[src/rtl/cheat_code_loader_if.sv]
// rtl/cheat_code_loader_if.sv - download byte stream in, code bus and status out
interface cheat_code_loader_if #(
   parameter int MAX_CODES = 32
);
   logic                               dl_start;
   logic                               dl_wr;
   logic [7:0]                         dl_data;
   logic                               dl_done;
   logic                               dl_ready;
   logic                               codes_clear;
   logic [128:0]                       code;
   logic [$clog2(MAX_CODES+1)-1:0]     code_count;
   logic                               overflow;
   logic                               err_partial;
   logic                               busy;

   // master is the download source; slave is the loader
   modport master (
      output dl_start, dl_wr, dl_data, dl_done,
      input  dl_ready, codes_clear, code, code_count, overflow, err_partial, busy
   );

   modport slave (
      input  dl_start, dl_wr, dl_data, dl_done,
      output dl_ready, codes_clear, code, code_count, overflow, err_partial, busy
   );
endinterface

[src/rtl/cheat_code_loader.sv]
// rtl/cheat_code_loader.sv - assembles 16-byte big-endian cheat records onto a strobed 129-bit code bus
module cheat_code_loader #(
   parameter int MAX_CODES     = 32,
   parameter int STROBE_CYCLES = 2
) (
   input  logic                  clk,
   input  logic                  reset_n,
   cheat_code_loader_if.slave    bus
);
   localparam logic [2:0] S_IDLE    = 3'd0;
   localparam logic [2:0] S_CLEAR   = 3'd1;
   localparam logic [2:0] S_COLLECT = 3'd2;
   localparam logic [2:0] S_STR_HI  = 3'd3;
   localparam logic [2:0] S_STR_LO  = 3'd4;
   localparam logic [2:0] S_FINISH  = 3'd5;

   localparam int CW = $clog2(MAX_CODES + 1);
   localparam int SW = (STROBE_CYCLES > 1) ? $clog2(STROBE_CYCLES) : 1;
   localparam logic [SW-1:0] STB_LAST = SW'(STROBE_CYCLES - 1);
   localparam logic [CW-1:0] CNT_MAX  = CW'(MAX_CODES);

   logic [2:0]    state;
   logic [119:0]  sh;
   logic [3:0]    byte_cnt;
   logic [SW-1:0] stb_cnt;
   logic          done_pend;
   logic [128:0]  code_r;
   logic [CW-1:0] code_count_r;
   logic          overflow_r;
   logic          err_partial_r;
   logic          accept;
   logic [127:0]  rec;

   // dl_start takes priority over a coinciding byte, so ready is withheld that cycle
   assign bus.dl_ready    = (state == S_COLLECT) && !bus.dl_start;
   assign accept          = bus.dl_ready && bus.dl_wr;
   assign rec             = {sh, bus.dl_data};
   assign bus.codes_clear = (state == S_CLEAR);
   assign bus.busy        = (state != S_IDLE);
   assign bus.code        = code_r;
   assign bus.code_count  = code_count_r;
   assign bus.overflow    = overflow_r;
   assign bus.err_partial = err_partial_r;

   always_ff @(posedge clk) begin
      if (!reset_n) begin
         state         <= S_IDLE;
         sh            <= '0;
         byte_cnt      <= '0;
         stb_cnt       <= '0;
         done_pend     <= 1'b0;
         code_r        <= '0;
         code_count_r  <= '0;
         overflow_r    <= 1'b0;
         err_partial_r <= 1'b0;
      end else if (bus.dl_start) begin
         state     <= S_CLEAR;
         code_r    <= '0;
         byte_cnt  <= '0;
         stb_cnt   <= '0;
         done_pend <= 1'b0;
      end else begin
         case (state)
            S_CLEAR: begin
               code_r        <= '0;
               code_count_r  <= '0;
               overflow_r    <= 1'b0;
               err_partial_r <= 1'b0;
               byte_cnt      <= '0;
               state         <= S_COLLECT;
            end
            S_COLLECT: begin
               if (accept) begin
                  sh       <= rec[119:0];
                  byte_cnt <= byte_cnt + 4'd1;
               end
               if (accept && byte_cnt == 4'd15) begin
                  if (code_count_r != CNT_MAX) begin
                     code_r       <= {1'b1, rec};
                     code_count_r <= code_count_r + 1'b1;
                     stb_cnt      <= '0;
                     done_pend    <= bus.dl_done;
                     state        <= S_STR_HI;
                  end else begin
                     overflow_r <= 1'b1;
                     if (bus.dl_done)
                        state <= S_FINISH;
                  end
               end else if (bus.dl_done) begin
                  // the trailing partial record is dropped
                  if (byte_cnt != 4'd0)
                     err_partial_r <= 1'b1;
                  byte_cnt <= '0;
                  state    <= S_FINISH;
               end
            end
            S_STR_HI: begin
               if (bus.dl_done)
                  done_pend <= 1'b1;
               if (stb_cnt == STB_LAST) begin
                  code_r[128] <= 1'b0;
                  stb_cnt     <= '0;
                  state       <= S_STR_LO;
               end else begin
                  stb_cnt <= stb_cnt + 1'b1;
               end
            end
            S_STR_LO: begin
               if (bus.dl_done)
                  done_pend <= 1'b1;
               if (stb_cnt == STB_LAST) begin
                  stb_cnt <= '0;
                  state   <= (done_pend || bus.dl_done) ? S_FINISH : S_COLLECT;
               end else begin
                  stb_cnt <= stb_cnt + 1'b1;
               end
            end
            S_FINISH: begin
               done_pend <= 1'b0;
               state     <= S_IDLE;
            end
            default: state <= S_IDLE;
         endcase
      end
   end
endmodule
[src/flat_wrapper.sv]
// flat-port wrapper written by rule: the top's interface ports become plain ports
module cheat_code_loader_flat 
#(
   parameter int MAX_CODES     = 32,
   parameter int STROBE_CYCLES = 2
)
  (clk, reset_n, bus_dl_start, bus_dl_wr, bus_dl_data, bus_dl_done, bus_dl_ready, bus_codes_clear, bus_code, bus_code_count, bus_overflow, bus_err_partial, bus_busy);
  cheat_code_loader_if #(.MAX_CODES(MAX_CODES)) bus_i ();
  input  logic clk;
  input  logic reset_n;
  input wire logic [$bits(bus_i.dl_start)-1:0] bus_dl_start;
  input wire logic [$bits(bus_i.dl_wr)-1:0] bus_dl_wr;
  input wire logic [$bits(bus_i.dl_data)-1:0] bus_dl_data;
  input wire logic [$bits(bus_i.dl_done)-1:0] bus_dl_done;
  output wire logic [$bits(bus_i.dl_ready)-1:0] bus_dl_ready;
  output wire logic [$bits(bus_i.codes_clear)-1:0] bus_codes_clear;
  output wire logic [$bits(bus_i.code)-1:0] bus_code;
  output wire logic [$bits(bus_i.code_count)-1:0] bus_code_count;
  output wire logic [$bits(bus_i.overflow)-1:0] bus_overflow;
  output wire logic [$bits(bus_i.err_partial)-1:0] bus_err_partial;
  output wire logic [$bits(bus_i.busy)-1:0] bus_busy;
  assign bus_i.dl_start = bus_dl_start;
  assign bus_i.dl_wr = bus_dl_wr;
  assign bus_i.dl_data = bus_dl_data;
  assign bus_i.dl_done = bus_dl_done;
  assign bus_dl_ready = bus_i.dl_ready;
  assign bus_codes_clear = bus_i.codes_clear;
  assign bus_code = bus_i.code;
  assign bus_code_count = bus_i.code_count;
  assign bus_overflow = bus_i.overflow;
  assign bus_err_partial = bus_i.err_partial;
  assign bus_busy = bus_i.busy;
  cheat_code_loader #(.MAX_CODES(MAX_CODES), .STROBE_CYCLES(STROBE_CYCLES)) u_core (.clk(clk), .reset_n(reset_n), .bus(bus_i));
endmodule
[config.mk]
export PLATFORM = sky130hd
export DESIGN_NAME = cheat_code_loader_flat
export DESIGN_NICKNAME = d
export VERILOG_FILES = /design/src/rtl/cheat_code_loader_if.sv /design/src/rtl/cheat_code_loader.sv /design/src/flat_wrapper.sv
export SDC_FILE = /design/constraint.sdc
export NUM_CORES = 1
export LEC_CHECK = 0
export BUFFER_PORTS_ARGS = -buffer_cell sky130_fd_sc_hd__buf_2
export CAP_MARGIN = 20
export CORE_MARGIN = 2
export CORE_UTILIZATION = 55
export CTS_BUF_LIST = sky130_fd_sc_hd__clkbuf_4 sky130_fd_sc_hd__clkbuf_8 sky130_fd_sc_hd__clkbuf_16
export DETAILED_ROUTE_END_ITERATION = 7
export PLACE_DENSITY = 0.78
export SLEW_MARGIN = 20
export SYNTH_ARGS = -nofsm -noshare
export SYNTH_HDL_FRONTEND = slang
export SYNTH_SLANG_ARGS = --single-unit
[constraint.sdc]
create_clock -name clk -period 2.2 [get_ports clk]
set_input_delay 0.22 -clock clk [delete_from_list [all_inputs] [get_ports clk]]
set_output_delay 0.22 -clock clk [all_outputs]
set_load 0.01 [all_outputs]
==> results of run 1 <==
==> sequential cells by signal, summed over array words and instances (netlist names) <==
signal / cells
u_core.bus.err_partial: 1
u_core.sh: 120
u_core.state: 3
u_core.byte_cnt: 4
u_core.stb_cnt: 1
u_core.bus.overflow: 1
u_core.bus.code_count: 6
u_core.bus.code: 129
u_core.done_pend: 1
==> metrics by stage <==
step	hold WS, ns	worst slack, ns
global route	0.0580	0.0342
floorplan	0.356	0.242
finish	0.0536	0.138
global placement	0.443	0.0947
CTS	0.0297	0.0848
detailed placement	0.447	0.0902
==> report_power, final <==
group	internal, mW	total (mW)	switching [mW]
registers	4.82	4.82	0.00142
clock network	2.50	4.26	1.76
logic	0.0570	0.229	0.172
total	7.38	9.31	1.93
==> metal layers <==
metal  GRT usage (%)  share of wire [%]  up-vias  wire [um]
met3            3.71                5.5       37       1350
met4            6.07                1.6        0        392
met2            39.4                 48      243      11700
met1            33.3                 45     4206      11000
met5               0                  0        -          0
li1                -                  -     4400          -
==> placed cells by master (no fill, tap or decap), types with 4 or more instances in the layout <==
cell type,Yosys,routed
clkinv_2,0,5
nand3_1,136,136
dlygate4sd3_1,0,8
nand4_1,5,5
clkbuf_8,0,7
clkbuf_4,0,4
clkbuf_16,0,28
a21oi_1,256,256
nor2_1,8,7
o21ai_0,6,6
ha_1,4,4
nand2_1,380,378
buf_12,0,9
nand2b_1,8,8
o21a_1,4,4
inv_1,12,12
mux2i_1,5,5
dfxtp_1,266,266
buf_4,10,24
a211oi_1,6,6
buf_2,14,152
==> critical path, cell delays in order, from the launching register on <==
cell	delay (ns)
dfxtp_1	0.40
ha_1	0.24
nand4b_1	0.13
a2111o_2	0.55
buf_4	0.20
a211oi_2	0.25
mux2i_1	0.22
==> cell families (layout without fill, tap and decap cells) <==
family / Yosys count / after routing / share of synthesized area (%)
flip-flops: 266 / 266 / 53.9
adder cells (fa/ha/maj): 4 / 4 / 0.507
AND/OR/NAND/NOR: 556 / 556 / 23.8
AO/OA/AOI/OAI: 291 / 291 / 15.9
multiplexers: 6 / 6 / 0.621
buffers and inverters: 119 / 251 / 5.09
XOR/XNOR: 2 / 2 / 0.177
==> final cells by class <==
cell class | count | area (um2)
Clock inverter | 5 | 25.0
Sequential cell | 266 | 5330
Fill cell | 1521 | 5960
Multi-Input combinational cell | 859 | 4100
Tap cell | 229 | 287
Inverter | 13 | 51.3
Timing Repair Buffer | 195 | 1240
Clock buffer | 38 | 802
==> worst max path at each step <==
| stage | from | endpoint | slack, ns |
|---|---|---|---|
| after floorplan | u_core.bus.code_count[0] | u_core.bus.code_count[1] | 0.24 |
| after global placement | u_core.byte_cnt[0] | u_core.bus.code[25] | 0.09 |
| after detailed placement | u_core.byte_cnt[0] | u_core.bus.code[25] | 0.09 |
| after CTS | u_core.byte_cnt[0] | u_core.bus.code[24] | 0.08 |
| after global routing | u_core.byte_cnt[0] | u_core.bus.code_count[3] | 0.03 |
| final | u_core.byte_cnt[0] | u_core.bus.code_count[3] | 0.14 |
==> timing repair <==
item                       CTS  global route
hold endpoints to repair    16             0
buffers inserted             0             1
gates resized for setup      0             2
setup endpoints to repair    0            29
hold buffers                 8             0
==> flow_metrics.py, run 1 <==
metrics = {
    "setup_path": {
        "reg2reg_from": "u_core.byte_cnt[0]",
        "rr_endpoint": "u_core.bus.code_count[3]",
        "crit_fanout": 6,
        "rrSetupSlack_ns": 0.14,
        "arrival_ns": 2.51,
        "worst_ep_required_time_ns": 2.64,
        "worst_setup_path_end_kind": "flop",
        "crit_type": "flop to flop",
        "start_kind": "flop",
        "reg2regPathDepth": 6,
    },
    "sta": {
        "post-route-period-util_pct": 93.7,
        "tightest_slew_ns": 0.691,
        "finalSetupViolations": 0,
        "finalMaxSlewViolations": 0,
        "fin_skew_ns": 0.0103,
        "hold_viol": 0,
        "slew_headroom_pct": 54.0,
        "finalCriticalPeriod_ns": 2.06,
        "tns_ns": 0,
        "rsz0062_at_grt": "no",
        "max_freq_ghz": 0.485,
    },
    "logic_synthesis": {
        "synthesis.area_um2": 9880,
        "syn_inst": 1244,
        "async_reset_ff_share_pct": 0,
        "synth_top_cells_by_area": "dfxtp_1 (54%), nand2_1 (14%), a21oi_1 (13%)",
        "ys_ff_latch": 266,
        "yosys_warnings": 0,
        "seq_area_frac_synth_pct": 53.9,
        "yosysMostFrequentCell": "nand2_1",
        "ys_types": 44,
        "synth_flop_cell": "dfxtp_1",
        "synth.avg_cell_area_um2": 7.94,
        "synth_edf_count": 0,
        "yosysTopAreaCellShare_pct": 53.9,
        "ys_top_cells_by_count": "nand2_1 (380), dfxtp_1 (266), a21oi_1 (256)",
        "synth_nets": 1261,
        "yosys.area.top_type": "dfxtp_1",
    },
    "drt": {
        "drc": 0,
        "first_pass_iters": 5,
        "drt_wl_total_um": 24500,
        "drt-initial-drc-count": 659,
        "ant_nets": 0,
        "vias": 8886,
        "detail_route.wl_per_cell_um": 15.2,
        "via_per_inst": 5.54,
    },
    "cts": {
        "clk_pin_slew_ns": 0.06,
        "cts.sinks": 266,
        "numCtsBuffers": 26,
        "root_buffer": "clkbuf_16",
        "tritoncts": "yes",
        "worstSkewPairLatency_ns": 0.52,
        "h-tree-depth": 1,
        "cts_buffer_depth": 3,
    },
    "power": {
        "p_per_area_nw_per_um2": 787,
        "p_leak_nw": 4.26,
        "vdd_drop_max_mv": 0.566,
        "p_total_mw": 9.31,
    },
    "placed_design": {
        "dp.final_hpwl_um": 15100,
        "portBuffers": 152,
        "dp.cells": 1552,
        "place_congestion": 0.819,
        "placed_area_um2": 10900,
    },
    "die": {
        "ios": 153,
        "rows": 49,
        "die_area_um2": 19000,
        "fp.dieW_um": 138,
        "start_util_pct": 55.5,
        "dieHeight_um": 138,
        "core_area_um2": 17800,
    },
    "outcome": {
        "status": "finished clean",
    },
    "final_layout": {
        "antennaDiodeCount": 0,
        "syn2layout_area_growth_pct": 19.7,
        "design_area_um2": 11800,
        "utilization_pct": 66.5,
        "drive_above_1_share_pct": 17.7,
        "nets": 1378,
        "final_cell_count_no_fill": 1605,
    },
    "global_route": {
        "grt_usage_pct": 23.9,
        "grt_pass1_vias": 7947,
        "overflow": 0,
        "grt_max_degree": 95,
        "antenna_found_initial": 0,
        "grt_pass1_wl_um": 39300,
    },
    "min_path": {
        "holdPathEnd": "u_core.state[2]",
        "hp-class": "input port to flop",
        "min_from": "bus_dl_done",
        "whs_path_depth": 3,
    },
    "run": {
        "maxCapViolations": 0,
    },
}
(Power assumes the default switching activity.)
==> inputs of run 2 (changes only) <==
--- a/config.mk
+++ b/config.mk
@@ -5,7 +5,7 @@
 export SDC_FILE = /design/constraint.sdc
 export NUM_CORES = 1
 export LEC_CHECK = 0
-export BUFFER_PORTS_ARGS = -buffer_cell sky130_fd_sc_hd__buf_2
+export BUFFER_PORTS_ARGS = -buffer_cell sky130_fd_sc_hd__buf_4
 export CAP_MARGIN = 20
 export CORE_MARGIN = 2
 export CORE_UTILIZATION = 55
==> flow_metrics.py, run 2 (synthesized netlist as in run 1, its figures left out) <==
metrics = {
    "global_route": {
        "grt_pass1_wl_um": 41700,
        "grt_usage_pct": 25.5,
        "grt_util_met2_pct": 41.5,
        "grt_max_degree": 121,
        "met1_usage_pct": 35.7,
        "overflow": 0,
        "top_usage_layer": "met2",
        "grt_pass1_vias": 8318,
        "antenna_found_initial": 0,
        "met3_usage_pct": 4.09,
    },
    "final_layout": {
        "syn2layout_area_growth_pct": 26.1,
        "nets": 1380,
        "drive_above_1_share_pct": 18.2,
        "final_cell_mix": "nand2_1 (378), dfxtp_1 (266), a21oi_1 (256)",
        "antennaDiodeCount": 0,
        "final_common_cell": "nand2_1",
        "final_cell_count_no_fill": 1613,
        "largest_register_ff_count": 129,
    },
    "drt": {
        "drt_wl_total_um": 25600,
        "vias": 9025,
        "drc": 0,
        "detail_route.wl_per_cell_um": 15.8,
        "drt-initial-drc-count": 709,
        "ant_nets": 0,
        "via_per_inst": 5.60,
        "first_pass_iters": 5,
    },
    "setup_path": {
        "cp_slowest_stage_delay_ns": 0.40,
        "crit_fanout": 34,
        "crit_slowest_cell": "a2111oi_4",
        "crit_path_cell_trace": "ha_2 > nand4b_1 > buf_4 > a2111oi_4 > buf_12 > buf_16 > nand2_1 > a21oi_1",
        "worst_setup_path_end_kind": "flop",
        "rrSetupSlack_ns": 0.1,
        "start_kind": "flop",
        "arrival_ns": 2.55,
        "crit_type": "flop to flop",
        "worst_ep_required_time_ns": 2.64,
    },
    "sta": {
        "slew_headroom_pct": 47.9,
        "finalSetupViolations": 0,
        "rsz0062_at_grt": "no",
        "max_freq_ghz": 0.475,
        "finalMaxSlewViolations": 0,
        "tns_ns": 0,
        "fin_skew_ns": 0.00996,
        "hold_viol": 0,
        "tightest_slew_ns": 0.763,
        "setup_ws_ns": 0.0957,
        "post-route-period-util_pct": 95.7,
        "fin_hold_ws_ns": 0.0290,
        "finalCriticalPeriod_ns": 2.10,
    },
    "cts": {
        "root_buffer": "clkbuf_16",
        "h-tree-depth": 1,
        "numCtsBuffers": 27,
        "worstSkewPairLatency_ns": 0.53,
        "cts_buffer_depth": 3,
        "clk_pin_slew_ns": 0.06,
        "tritoncts": "yes",
        "cts.sinks": 266,
    },
    "placed_design": {
        "portBuffers": 152,
        "place_congestion": 0.798,
        "pre_cts_ws_ns": 0.168,
        "dp.final_hpwl_um": 15400,
        "dp.cells": 1549,
    },
    "min_path": {
        "hp-class": "input port to flop",
    },
    "outcome": {
        "status": "finished clean",
    },
    "die": {
        "ios": 153,
        "core_area_um2": 17800,
        "fp.dieW_um": 138,
        "dieHeight_um": 138,
        "start_util_pct": 55.5,
        "die_area_um2": 19000,
        "rows": 49,
    },
    "power": {
        "vdd_drop_max_mv": 0.671,
        "p_total_mw": 9.99,
        "p_leak_nw": 4.37,
        "p_per_area_nw_per_um2": 803,
    },
    "run": {
        "maxCapViolations": 0,
    },
}
==> run 2: stage by stage <==
stage / area (um2) / util, %
after floorplan: 9880 / -
after CTS: 12400 / 69.6
after global routing: 12500 / 70.0
final: 12500 / 70.0
after detailed placement: 11300 / 63.6
after global placement: 11300 / 63.6
==> run 2: worst paths after layout <==
path                            depth (start not counted)              endpoint                from
worst max-delay path                                    8  u_core.bus.code[105]  u_core.byte_cnt[0]
worst min-delay path                                    3       u_core.state[2]         bus_dl_done
worst max register to register                          8  u_core.bus.code[105]  u_core.byte_cnt[0]
worst min register to register                          2        u_core.sh[114]      u_core.sh[114]
==> run 2: routing by layer <==
layer / part of all wire, % / vias to the layer above / wire length [um]
met5: 0 / - / 0
met4: 1.9 / 0 / 489
met3: 5.3 / 40 / 1350
met2: 49 / 259 / 12500
met1: 44 / 4318 / 11200
li1: - / 4408 / -
==> run 2: power breakdown <==
group / total (mW) / switching [mW] / internal (mW)
registers: 4.82 / 0.00144 / 4.82
clock network: 4.93 / 1.87 / 3.06
logic: 0.245 / 0.176 / 0.0685
total: 9.99 / 2.05 / 7.95
==> run 2: timing repair <==
item	in CTS	in global routing
setup buffers	0	5
pin swaps	0	1
gates resized for setup	0	3
hold endpoints to repair	16	0
gates cloned	1	1
hold buffers	8	0
endpoints found under the setup margin	1	5
==> run 2: cell type report <==
cell class | instances | area [um2]
fillers | 1473 | 5330
multi-input cells | 860 | 4110
clock buffers | 37 | 776
well taps | 229 | 287
repair buffers | 195 | 1710
flip-flops and latches | 266 | 5330
clock inverters | 13 | 198
inverters | 13 | 51.3
==> run 2: critical path: cells and delay by family (launching register included) <==
| kind | cells | cell delay [ns] |
|---|---|---|
| AO/OA/AOI/OAI | 2 | 0.59 |
| buffers and inverters | 3 | 0.57 |
| flip-flops | 1 | 0.39 |
| adder cells (fa/ha/maj) | 1 | 0.23 |
| AND/OR/NAND/NOR | 2 | 0.22 |
==> inputs of run 3 (changes only) <==
--- a/config.mk
+++ b/config.mk
@@ -11,7 +11,7 @@
 export CORE_UTILIZATION = 55
 export CTS_BUF_LIST = sky130_fd_sc_hd__clkbuf_4 sky130_fd_sc_hd__clkbuf_8 sky130_fd_sc_hd__clkbuf_16
 export DETAILED_ROUTE_END_ITERATION = 7
-export PLACE_DENSITY = 0.78
+export PLACE_DENSITY = 0.82
 export SLEW_MARGIN = 20
 export SYNTH_ARGS = -nofsm -noshare
 export SYNTH_HDL_FRONTEND = slang
==> flow_metrics.py, run 3 (synthesized netlist as in run 1, its figures left out) <==
metrics = {
    "outcome": {
        "status": "finished clean",
    },
    "power": {
        "power.internal_mw": 7.44,
        "p_clk_share_pct": 46.2,
        "p_switching_mw": 1.96,
        "p_per_area_nw_per_um2": 766,
        "switching_share_pct": 20.9,
        "seq_power_share_pct": 51.3,
        "p_leak_nw": 4.25,
        "vdd_drop_max_mv": 0.721,
        "p_comb_share_pct": 2.6,
    },
    "die": {
        "fp.dieW_um": 138,
        "start_util_pct": 55.5,
        "die_area_um2": 19000,
        "core_area_um2": 17800,
        "dieHeight_um": 138,
        "rows": 49,
        "ios": 153,
    },
    "setup_path": {
        "worst_setup_path_end_kind": "flop",
        "crit_slowest_cell": "a2111oi_4",
        "reg2reg_from": "u_core.byte_cnt[1]",
        "path_buf_inv": 3,
        "arrival_ns": 2.55,
        "reg2regPathDepth": 8,
        "critPathTopFamily": "buffers and inverters",
        "rr_endpoint": "u_core.bus.code[67]",
        "start_kind": "flop",
        "crit_type": "flop to flop",
        "crit_fanout": 34,
        "crit_path_cell_trace": "ha_2 > nand4b_1 > buf_4 > a2111oi_4 > buf_12 > buf_16 > nand2_1 > a21oi_1",
        "worst_ep_required_time_ns": 2.64,
        "cp_slowest_stage_delay_ns": 0.42,
        "rrSetupSlack_ns": 0.08,
    },
    "cts": {
        "tritoncts": "yes",
        "root_buffer": "clkbuf_16",
        "numCtsBuffers": 26,
        "cts_buffer_depth": 3,
        "cts.sinks": 266,
        "clk_pin_slew_ns": 0.06,
        "worstSkewPairLatency_ns": 0.52,
        "h-tree-depth": 1,
    },
    "global_route": {
        "antenna_found_initial": 0,
        "grt_usage_pct": 24.9,
        "grt_pass1_wl_um": 40700,
        "grt_max_degree": 103,
        "overflow": 0,
        "grt_pass1_vias": 8193,
    },
    "sta": {
        "fin_skew_ns": 0.00947,
        "hold_viol": 0,
        "max_freq_ghz": 0.473,
        "fin_hold_ws_ns": 0.0305,
        "finalCriticalPeriod_ns": 2.12,
        "tightest_slew_ns": 0.859,
        "post-route-period-util_pct": 96.2,
        "finalMaxSlewViolations": 0,
        "slew_headroom_pct": 42.7,
        "finalSetupViolations": 0,
    },
    "drt": {
        "first_pass_iters": 5,
        "vias": 9040,
        "drt_wl_total_um": 25800,
        "via_per_inst": 5.64,
        "ant_nets": 0,
        "drc": 0,
        "detail_route.wl_per_cell_um": 16.1,
        "drt-initial-drc-count": 787,
    },
    "min_path": {
        "min_from": "bus_dl_done",
        "hp-class": "input port to flop",
        "holdPathEnd": "u_core.state[2]",
        "whs_path_depth": 3,
    },
    "final_layout": {
        "utilization_pct": 69.0,
        "syn2layout_area_growth_pct": 24.2,
        "final_common_cell": "nand2_1",
        "drive_above_1_share_pct": 17.8,
        "nets": 1373,
        "largest_register_ff_count": 129,
        "antennaDiodeCount": 0,
        "final_cell_mix": "nand2_1 (378), dfxtp_1 (264), a21oi_1 (256)",
    },
    "placed_design": {
        "place_congestion": 0.832,
        "dp.final_hpwl_um": 15300,
        "portBuffers": 152,
    },
    "run": {
        "maxCapViolations": 0,
    },
}
==> run 3: per-layer routing <==
| layer | global-route usage (%) | wire, um | vias up |
|---|---|---|---|
| li1 | - | - | 4384 |
| met1 | 34.3 | 11100 | 4335 |
| met2 | 41.7 | 12700 | 286 |
| met3 | 4.19 | 1640 | 35 |
| met4 | 5.48 | 410 | 0 |
| met5 | 0 | 0 | - |
==> run 3: worst max-delay path by stage <==
stage	start	endpoint	slack (ns)	cells past startpoint
floorplan	u_core.bus.code_count[0]	u_core.bus.code_count[1]	0.24	7
global placement	u_core.bus.code_count[0]	u_core.bus.code_count[1]	0.15	7
detailed placement	u_core.bus.code_count[0]	u_core.bus.code[6]	0.1	9
CTS	u_core.bus.code_count[0]	u_core.bus.code[67]	0.05	9
global route	u_core.byte_cnt[1]	u_core.bus.code[67]	-0.04	8
finish	u_core.byte_cnt[1]	u_core.bus.code[67]	0.08	8
==> run 3: through the flow <==
step / setup slack, ns / instance area [um2] / std cells / total power, mW / setup TNS, ns
5_1_grt: -0.0410 / 12300 / 1604 / 9.65 / -0.190
3_5_place_dp: 0.0976 / 11200 / 1546 / 5.15 / 0
4_1_cts: 0.0542 / 12200 / 1601 / 9.44 / 0
6_report: 0.0847 / 12300 / 1604 / 9.40 / 0
2_1_floorplan: 0.242 / 9880 / 1244 / 5.07 / 0
3_3_place_gp: 0.152 / 11200 / 1546 / 5.15 / 0
==> run 3: worst min-delay path: cells and delay by family <==
family | cells | cell delay [ns]
AOI/OAI and AO/OA | 1 | 0.06
buffers and inverters | 1 | 0.15
and+or+nand+nor | 1 | 0.07
==> run 3: power by group through the flow <==
stage / registers (mW) / logic (mW) / clock network [mW]
after floorplan: 4.93 / 0.145 / 0
after global placement: 4.93 / 0.225 / 0
after detailed placement: 4.93 / 0.224 / 0
after CTS: 4.82 / 0.237 / 4.38
after global routing: 4.82 / 0.260 / 4.58
final: 4.82 / 0.241 / 4.34
==> run 3: cell type report <==
class,instances,area [um2]
fillers,1499,5510
flip-flops and latches,266,5330
multi-input cells,859,4090
repair buffers,190,1650
clock buffers,40,817
well taps,229,287
inverters,13,51.3
clock inverters,7,40.0
==> run 3: repair_timing <==
| item | in CTS | in global routing |
|---|---|---|
| endpoints found under the setup margin | 0 | 89 |
| setup buffers | 0 | 1 |
| hold buffers | 8 | 0 |
| endpoints found under the hold margin | 16 | 0 |
| resized for setup | 0 | 6 |
